### config.mk
export PLATFORM = sky130hd
export DESIGN_NAME = priority_encoder_arbiter
export DESIGN_NICKNAME = d
export VERILOG_FILES = /design/src/rtl/priority_encoder_pkg.sv /design/src/rtl/priority_encoder_search.sv /design/src/rtl/priority_encoder_arbiter.sv
export SDC_FILE = /design/constraint.sdc
export NUM_CORES = 1
export LEC_CHECK = 0
export BUFFER_PORTS_ARGS = -buffer_cell sky130_fd_sc_hd__buf_2
export CAP_MARGIN = 10
export CORE_ASPECT_RATIO = 0.7
export CORE_MARGIN = 2
export CORE_UTILIZATION = 32
export CTS_CLUSTER_SIZE = 30
export DETAILED_ROUTE_END_ITERATION = 8
export GPL_ROUTABILITY_DRIVEN = 0
export HOLD_SLACK_MARGIN = 0.05
export RECOVER_POWER = 50
export SLEW_MARGIN = 20
export SYNTH_ARGS = -nofsm -noshare
export SYNTH_HDL_FRONTEND = slang
export SYNTH_SLANG_ARGS = --single-unit
### constraint.sdc
create_clock -name Clock_In -period 6.6 [get_ports Clock_In]
set_clock_uncertainty 0.2 [all_clocks]
set_input_delay 1.65 -clock Clock_In [delete_from_list [all_inputs] [get_ports Clock_In]]
set_output_delay 1.65 -clock Clock_In [all_outputs]
set_load 0.01 [all_outputs]
### src/rtl/priority_encoder_pkg.sv
// Shared mode encodings for the priority encoder arbiter.
package priority_encoder_pkg;

  localparam logic [1:0] MODE_LOW  = 2'b00;
  localparam logic [1:0] MODE_HIGH = 2'b01;
  localparam logic [1:0] MODE_RR   = 2'b10;
  localparam logic [1:0] MODE_RSVD = 2'b11;

  typedef enum logic [1:0] {
    PRIO_LOW  = MODE_LOW,
    PRIO_HIGH = MODE_HIGH,
    PRIO_RR   = MODE_RR,
    PRIO_RSVD = MODE_RSVD
  } mode_e;

endpackage

### src/rtl/priority_encoder_search.sv
// Combinational circular search for the first set request from a start index.
module priority_encoder_search #(
  parameter int unsigned NUM_INPUTS = 8,
  localparam int unsigned INDEX_WIDTH = $clog2(NUM_INPUTS)
) (
  input  logic [NUM_INPUTS-1:0]  req,
  input  logic [INDEX_WIDTH-1:0] start,
  input  logic                   dir_up,
  output logic                   found,
  output logic [INDEX_WIDTH-1:0] index,
  output logic                   multiple
);

  int unsigned             pos;
  logic [INDEX_WIDTH-1:0]  pos_idx;

  // Walk offsets 0..N-1 from start, wrapping modulo N in either direction.
  always_comb begin
    found   = 1'b0;
    index   = '0;
    pos     = 0;
    pos_idx = '0;
    for (int unsigned k = 0; k < NUM_INPUTS; k++) begin
      if (dir_up) begin
        pos = (32'(start) + k) % NUM_INPUTS;
      end else begin
        pos = (32'(start) + NUM_INPUTS - k) % NUM_INPUTS;
      end
      pos_idx = INDEX_WIDTH'(pos);
      if (!found && req[pos_idx]) begin
        found = 1'b1;
        index = pos_idx;
      end
    end
  end

  assign multiple = ($countones(req) > 1);

endmodule

### src/rtl/priority_encoder_arbiter.sv
// Registered N-input priority encoder with fixed/round-robin modes and a valid/ready stage.
module priority_encoder_arbiter
  import priority_encoder_pkg::*;
#(
  parameter int unsigned NUM_INPUTS = 8,
  localparam int unsigned INDEX_WIDTH = $clog2(NUM_INPUTS)
) (
  input  logic                   Clock_In,
  input  logic                   Reset_In,
  input  logic                   Enable_In,
  input  logic [1:0]             Mode_In,
  input  logic [NUM_INPUTS-1:0]  Data_In,
  input  logic                   Ready_In,
  output logic [INDEX_WIDTH-1:0] Encoded_Value_Out,
  output logic                   Valid_Out,
  output logic                   Multiple_Out
);

  mode_e                   mode_sel;
  logic [INDEX_WIDTH-1:0]  rr_ptr;
  logic [INDEX_WIDTH-1:0]  rr_ptr_next;
  logic [INDEX_WIDTH-1:0]  start;
  logic                    dir_up;
  logic                    found;
  logic [INDEX_WIDTH-1:0]  sel_index;
  logic                    sel_multiple;
  logic                    stage_free;
  logic                    load;

  assign mode_sel = mode_e'(Mode_In);

  // Fixed-high scans up from 0, round-robin up from the pointer, low/reserved down from N-1.
  always_comb begin
    start  = '0;
    dir_up = 1'b0;
    case (mode_sel)
      PRIO_HIGH: begin
        start  = '0;
        dir_up = 1'b1;
      end
      PRIO_RR: begin
        start  = rr_ptr;
        dir_up = 1'b1;
      end
      default: begin
        start  = INDEX_WIDTH'(NUM_INPUTS - 1);
        dir_up = 1'b0;
      end
    endcase
  end

  priority_encoder_search #(
    .NUM_INPUTS (NUM_INPUTS)
  ) u_search (
    .req      (Data_In),
    .start    (start),
    .dir_up   (dir_up),
    .found    (found),
    .index    (sel_index),
    .multiple (sel_multiple)
  );

  assign stage_free  = !Valid_Out || Ready_In;
  assign load        = Enable_In && found && stage_free;
  assign rr_ptr_next = (sel_index == INDEX_WIDTH'(NUM_INPUTS - 1)) ?
                       '0 : sel_index + INDEX_WIDTH'(1);

  always_ff @(posedge Clock_In) begin
    if (!Reset_In) begin
      Encoded_Value_Out <= '0;
      Valid_Out         <= 1'b0;
      Multiple_Out      <= 1'b0;
      rr_ptr            <= '0;
    end else if (stage_free) begin
      if (load) begin
        Encoded_Value_Out <= sel_index;
        Valid_Out         <= 1'b1;
        Multiple_Out      <= sel_multiple;
        if (mode_sel == PRIO_RR) begin
          rr_ptr <= rr_ptr_next;
        end
      end else begin
        Valid_Out <= 1'b0;
      end
    end
  end

endmodule

Yosys cells after proc, flatten, opt, wreduce, memory -nomap -nowiden
Index checks and enable logic that the tools add are counted.
{"block": "word_totals", "register_bits": 8, "latchBits": 0, "ram_bits": 0, "romBits": 0, "inputBits": 14, "out_inout_bits": 5, "word_cells": 104, "memories": 0}
{"block": "classes", "addsub": 23, "multipliers": 0, "div": 0, "magnitude_cmp": 9, "eq_ne": 3, "n_shift": 0, "mux": 44, "bitwise": 0, "n_reduce_logical": 21}
{"cell": "32-bit adder", "count": 3}
{"cell": "3-bit two-way mux", "count": 17}
{"cell": "32-bit by 2-bit greater-than comparator with 1-bit output, second input constant", "count": 1}
{"cell": "3-bit by 4-bit < comparator with 1-bit output, second input constant", "count": 8}
{"cell": "1-bit binary-select mux with 3-bit select", "count": 8}
{"cell": "1-bit two-way mux", "count": 18}
{"cell": "3-bit adder, second input constant", "count": 4}
{"cell": "3-bit subtractor, second input constant", "count": 4}
{"cell": "3-bit by 1-bit adder with 3-bit output, second input constant", "count": 3}
{"cell": "1-bit logical AND", "count": 9}
{"cell": "1-bit by 1-bit adder with 2-bit output", "count": 4}
{"cell": "1-bit logical NOT", "count": 8}
{"cell": "3-bit by 2-bit adder with 3-bit output, second input constant", "count": 2}
{"cell": "3-bit case mux with 2 select lines", "count": 1}
{"cell": "3-bit by 2-bit subtractor with 3-bit output, second input constant", "count": 2}
{"cell": "3-bit equality test, second input constant", "count": 1}
{"cell": "3-bit AND reduction", "count": 1}
{"cell": "3-bit by 1-bit subtractor with 3-bit output, second input constant", "count": 1}
{"cell": "2-bit by 1-bit equality test with 1-bit output, second input constant", "count": 1}
{"cell": "2-bit equality test, second input constant", "count": 1}
{"cell": "2-bit AND reduction", "count": 1}
{"cell": "2-bit OR reduction", "count": 1}
{"cell": "1-bit logical OR", "count": 1}

Depth between registers and ports, before layout
{"block": "depth", "ltp_word": 31, "ltp_mapped": 19, "depth_no_buf": 18}

Hierarchy
From an unflattened synthesis, not the netlist that was laid out.
{"block": "unflattened", "cells_unflattened": 158, "area_unflattened_um2": 1445.1}
{"mod": "priority_encoder_search", "n_inst": 1, "cells_each": 108, "area_per_inst_um2": 1002.2, "seq_area_each_um2": 0.0}
{"mod": "priority_encoder_arbiter", "n_inst": 1, "cells_each": 50, "area_per_inst_um2": 442.9, "seq_area_each_um2": 160.2}

Worst setup path before layout
No wires, ideal clock.
{"block": "synth_path", "path_kind": "input-to-reg", "from": "input port Mode_In[0]", "to": "register rr_ptr[2]", "setup_ns": 0.070, "arrival_ns": 4.945, "required_time_ns": 6.330, "slack_ns": 1.385, "cell_stages": 19, "path_buffers": 1, "cell_sequence": "inv_1 ha_1 nor2b_1 or2_1 buf_6 inv_1 ha_1 a21oi_1 nor2_1 a221o_1 mux4_2 nand3_1 o21bai_1 a22oi_1 nand2_1 ha_1 ha_1 nand3_1 a21boi_1"}
{"block": "synth_via", "word_cells_on_any_way": 80, "classes_between": "add/sub (16); eq/ne (3); mux (43); reduce/logical (18)"}
{"element": "start: declaration", "line": "priority_encoder_arbiter.sv:11", "rtl": "input logic [1:0] Mode_In,"}
{"element": "parallel branches: the longest is 27 deep, another holds 3-bit by 1-bit adder with 3-bit output"}
{"element": "3-bit two-way mux (*)", "line": "priority_encoder_search.sv:30", "rtl": "if (!found && req[pos_idx]) begin"}
{"element": "named net sel_index[0]", "line": "priority_encoder_arbiter.sv:25", "rtl": "logic [INDEX_WIDTH-1:0] sel_index;"}
{"element": "3-bit by 1-bit adder with 3-bit output / 3-bit equality test (equally long branches)", "line": "priority_encoder_arbiter.sv:66, priority_encoder_arbiter.sv:65"}
{"element": "3-bit two-way mux (*)", "line": "priority_encoder_arbiter.sv:65", "rtl": "assign rr_ptr_next = (sel_index == INDEX_WIDTH'(NUM_INPUTS - 1)) ?"}
{"element": "named net rr_ptr_next[2]", "line": "priority_encoder_arbiter.sv:21", "rtl": "logic [INDEX_WIDTH-1:0] rr_ptr_next;"}
{"element": "end signal: assignment", "line": "priority_encoder_arbiter.sv:80", "rtl": "rr_ptr <= rr_ptr_next;"}
{"element": "end: declaration", "line": "priority_encoder_arbiter.sv:20", "rtl": "logic [INDEX_WIDTH-1:0] rr_ptr;"}
Mark *: on every way through the listed nets, which the timed path passes. The select of a mux whose other input is x is not followed.
A chain may end at the register's enable or synchronous reset.

Final worst setup path
{"block": "layout_path", "from": "input port Mode_In[1]", "to": "register rr_ptr[0]"}
{"block": "layout_via", "word_cells_on_any_way": 80, "classes_between": "add/sub (16); eq/ne (3); mux (43); reduce/logical (18)"}
{"element": "parallel branches: the longest is 27 deep, another holds 3-bit by 1-bit adder with 3-bit output"}
{"element": "3-bit two-way mux (*)", "line": "priority_encoder_search.sv:30"}
{"element": "named net sel_index[1]", "line": "priority_encoder_arbiter.sv:25"}
{"element": "3-bit equality test (*)", "line": "priority_encoder_arbiter.sv:65"}
{"element": "3-bit two-way mux (*)", "line": "priority_encoder_arbiter.sv:65"}
Marks and branches as above.

==> impl_metrics.json <==
{
  "status": "complete, no violations",
  "first_global_vias": 1695,
  "path_class": "in -> reg",
  "drive_above_1_share_pct": 16.6,
  "synth_cells": 216,
  "drtPass1Iterations": 5,
  "finalHoldViolCount": 0,
  "irDropWorstVdd_v": 0.0000582,
  "rows": 22,
  "ant_nets": 0,
  "start_util_pct": 33.1,
  "worstMarginPinSlew_ns": 0.584,
  "ys_types": 60,
  "yosys_warnings": 0,
  "mostFrequentLayoutCell": "nand2_1",
  "dp_hpwl_mm": 3.83,
  "place_ws_ns": 0.946,
  "numCtsBuffers": 3,
  "clkTransAtPathRegs_ns": 0.04,
  "relSlewSlack_pct": 60.8,
  "setup_tns_ns": 0,
  "cp-end-kind": "flop",
  "gr-total-overflow": 0,
  "drt_iter0_markers": 204,
  "antenna_found_initial": 0,
  "fin_cells": 301,
  "root_buffer": "clkbuf_8",
  "synth_nets": 246,
  "dieArea_sq_um": 6020,
  "die_y_um": 65.5,
  "ys_async_sr_fraction_pct": 0,
  "finalSetupViolCount": 0,
  "cts_resized": 0,
  "power.total_mw": 0.298,
  "worst_skew_pair.late_latency_ns": 0.23,
  "via_per_inst": 5.81,
  "fin_ws_ns": 0.979,
  "ys_ff_latch": 8,
  "n_antenna_cell": 0,
  "clkSinkCount": 8,
  "syn_avg_cell_area_sq_um": 8.01,
  "dp_cells": 298,
  "synth_flop_cell": "dfxtp_1",
  "post-cts-setup-buffer-count": 0,
  "drv_slew": 0,
  "final_nets": 261,
  "syn_area_sq_um": 1730,
  "cts_hold_buf": 0,
  "min_period_over_period_pct": 85.2,
  "grt_max_degree": 21,
  "worstPathArrival_ns": 5.54,
  "cts_tree": "built",
  "top_level_ports": 19,
  "drcViolationCount": 0,
  "min_period_ns": 5.62,
  "final_cell_mix": "nand2_1 (22), inv_1 (16), mux2i_1 (14)",
  "ys_seq_area_share_pct": 9.26,
  "grt_pass1_wl_mm": 8.40,
  "leakagePower_nw": 0.751,
  "vias": 1748,
  "startpoint_type": "input port",
  "synth_edf_count": 0,
  "htreeDepth": 1,
  "cp.required_ns": 6.52,
  "syn_to_final_growth_pct": 10.5,
  "io_buffers": 18,
  "die_w_um": 91.9,
  "track_usage_pct": 17.5,
  "hold_class": "reg -> reg",
  "powerDensity_nw_per_um2": 156,
  "drt_wl_total_mm": 5.01,
  "path_max_fanout": 12,
  "core_area_sq_um": 5230,
  "rsz0062_at_grt": "false",
  "max_freq_ghz": 0.178,
  "cts_buffer_depth": 2,
  "cap_violations": 0,
  "wl_per_cell_um": 16.6
}
-- layer usage --
layer	vias to the layer above	global-route usage, %	wire length [um]
li1	849	-	-
met1	826	25.8	2470
met2	65	26.7	2130
met3	8	3.67	361
met4	0	2.80	45
met5	-	0	0
-- power breakdown --
part           internal (mW)  total [mW]  leakage (nW)  switching [mW]
combinational         0.0748       0.177         0.663           0.102
sequential            0.0536      0.0603        0.0659         0.00673
clock                 0.0397      0.0609        0.0216          0.0212
total                  0.168       0.298         0.751           0.130
-- final timing paths --
kind,startpoint,endpoint,slack (ns),cells after the start
min,Encoded_Value_Out[2],Encoded_Value_Out[2],0.30,1
max reg2reg,rr_ptr[0],rr_ptr[0],2.40,15
max,Mode_In[1],rr_ptr[0],0.98,19
min reg2reg,Encoded_Value_Out[2],Encoded_Value_Out[2],0.30,1
-- flip-flops by register name, indices dropped and copies added (netlist names) --
name	cells
Valid_Out	1
rr_ptr	3
Multiple_Out	1
Encoded_Value_Out	3
-- cells by family (layout without fill, tap and decap cells) --
family | after synthesis | after routing | share of synthesized area [%]
AND/OR/NAND/NOR | 77 | 77 | 22.9
AO/OA/AOI/OAI | 56 | 56 | 24.5
multiplexers | 30 | 30 | 22.6
buffers and inverters | 27 | 40 | 6.44
adder cells (fa/ha/maj) | 16 | 16 | 13.3
flip-flops | 8 | 8 | 9.26
XOR/XNOR | 2 | 2 | 1.01
-- synth_stat cells, drive strengths merged, types with 2 or more instances --
master  number  area [sq um]
a21boi       3          22.5
a21oi        8          40.0
a221o        2          20.0
a31oi        6          37.5
a32o         2          20.0
and2         2          12.5
buf          2          15.0
clkbuf       9          36.3
dfxtp        8           160
fa           4          80.1
ha          12           150
inv         16          60.1
mux2         9           101
mux2i       15           154
mux4         6           135
nand2       22          82.6
nand2b       7          43.8
nand3        9          50.1
nand4        4          25.0
nor2        12          45.0
nor2b        6          37.5
nor3         6          30.0
nor3b        2          20.0
o211ai       3          22.5
o21ai        7          35.0
o221ai       2          17.5
o22ai        3          18.8
o311a        2          31.3
o311ai       2          25.0
o31ai        2          15.0
or2          3          18.8
or3          2          12.5
xnor2        2          17.5
-- cell type report --
| type | instances | area [sq um] |
|---|---|---|
| Fill cell | 568 | 3320 |
| Multi-Input combinational cell | 181 | 1450 |
| Sequential cell | 8 | 160 |
| Timing Repair Buffer | 21 | 106 |
| Tap cell | 72 | 90.1 |
| Inverter | 16 | 60.1 |
| Clock buffer | 3 | 41.3 |
-- critical path, stage by stage --
cell     delay, ns
buf_2         0.11
inv_1         0.04
ha_1          0.39
nor2b_1       0.38
or2_1         0.18
inv_1         0.11
ha_1          0.25
a21oi_1       0.13
nor2_1        0.06
a221o_1       0.38
mux4_2        0.33
nand3_1       0.27
o32ai_1       0.35
nor2_1        0.11
a21oi_1       0.20
ha_1          0.17
ha_1          0.14
nor2b_1       0.05
a41o_1        0.23
-- stage by stage --
| stage | hold WS (ns) | area, sq um | util, % |
|---|---|---|---|
| 3_3_place_gp | 0.295 | 1880 | 36.0 |
| 6_report | 0.303 | 1910 | 36.5 |
| 4_1_cts | 0.303 | 1920 | 36.7 |
| 5_1_grt | 0.331 | 1910 | 36.5 |
| 3_5_place_dp | 0.282 | 1880 | 36.0 |
| 2_1_floorplan | 0.323 | 1730 | - |
(Power assumes the default switching activity.)
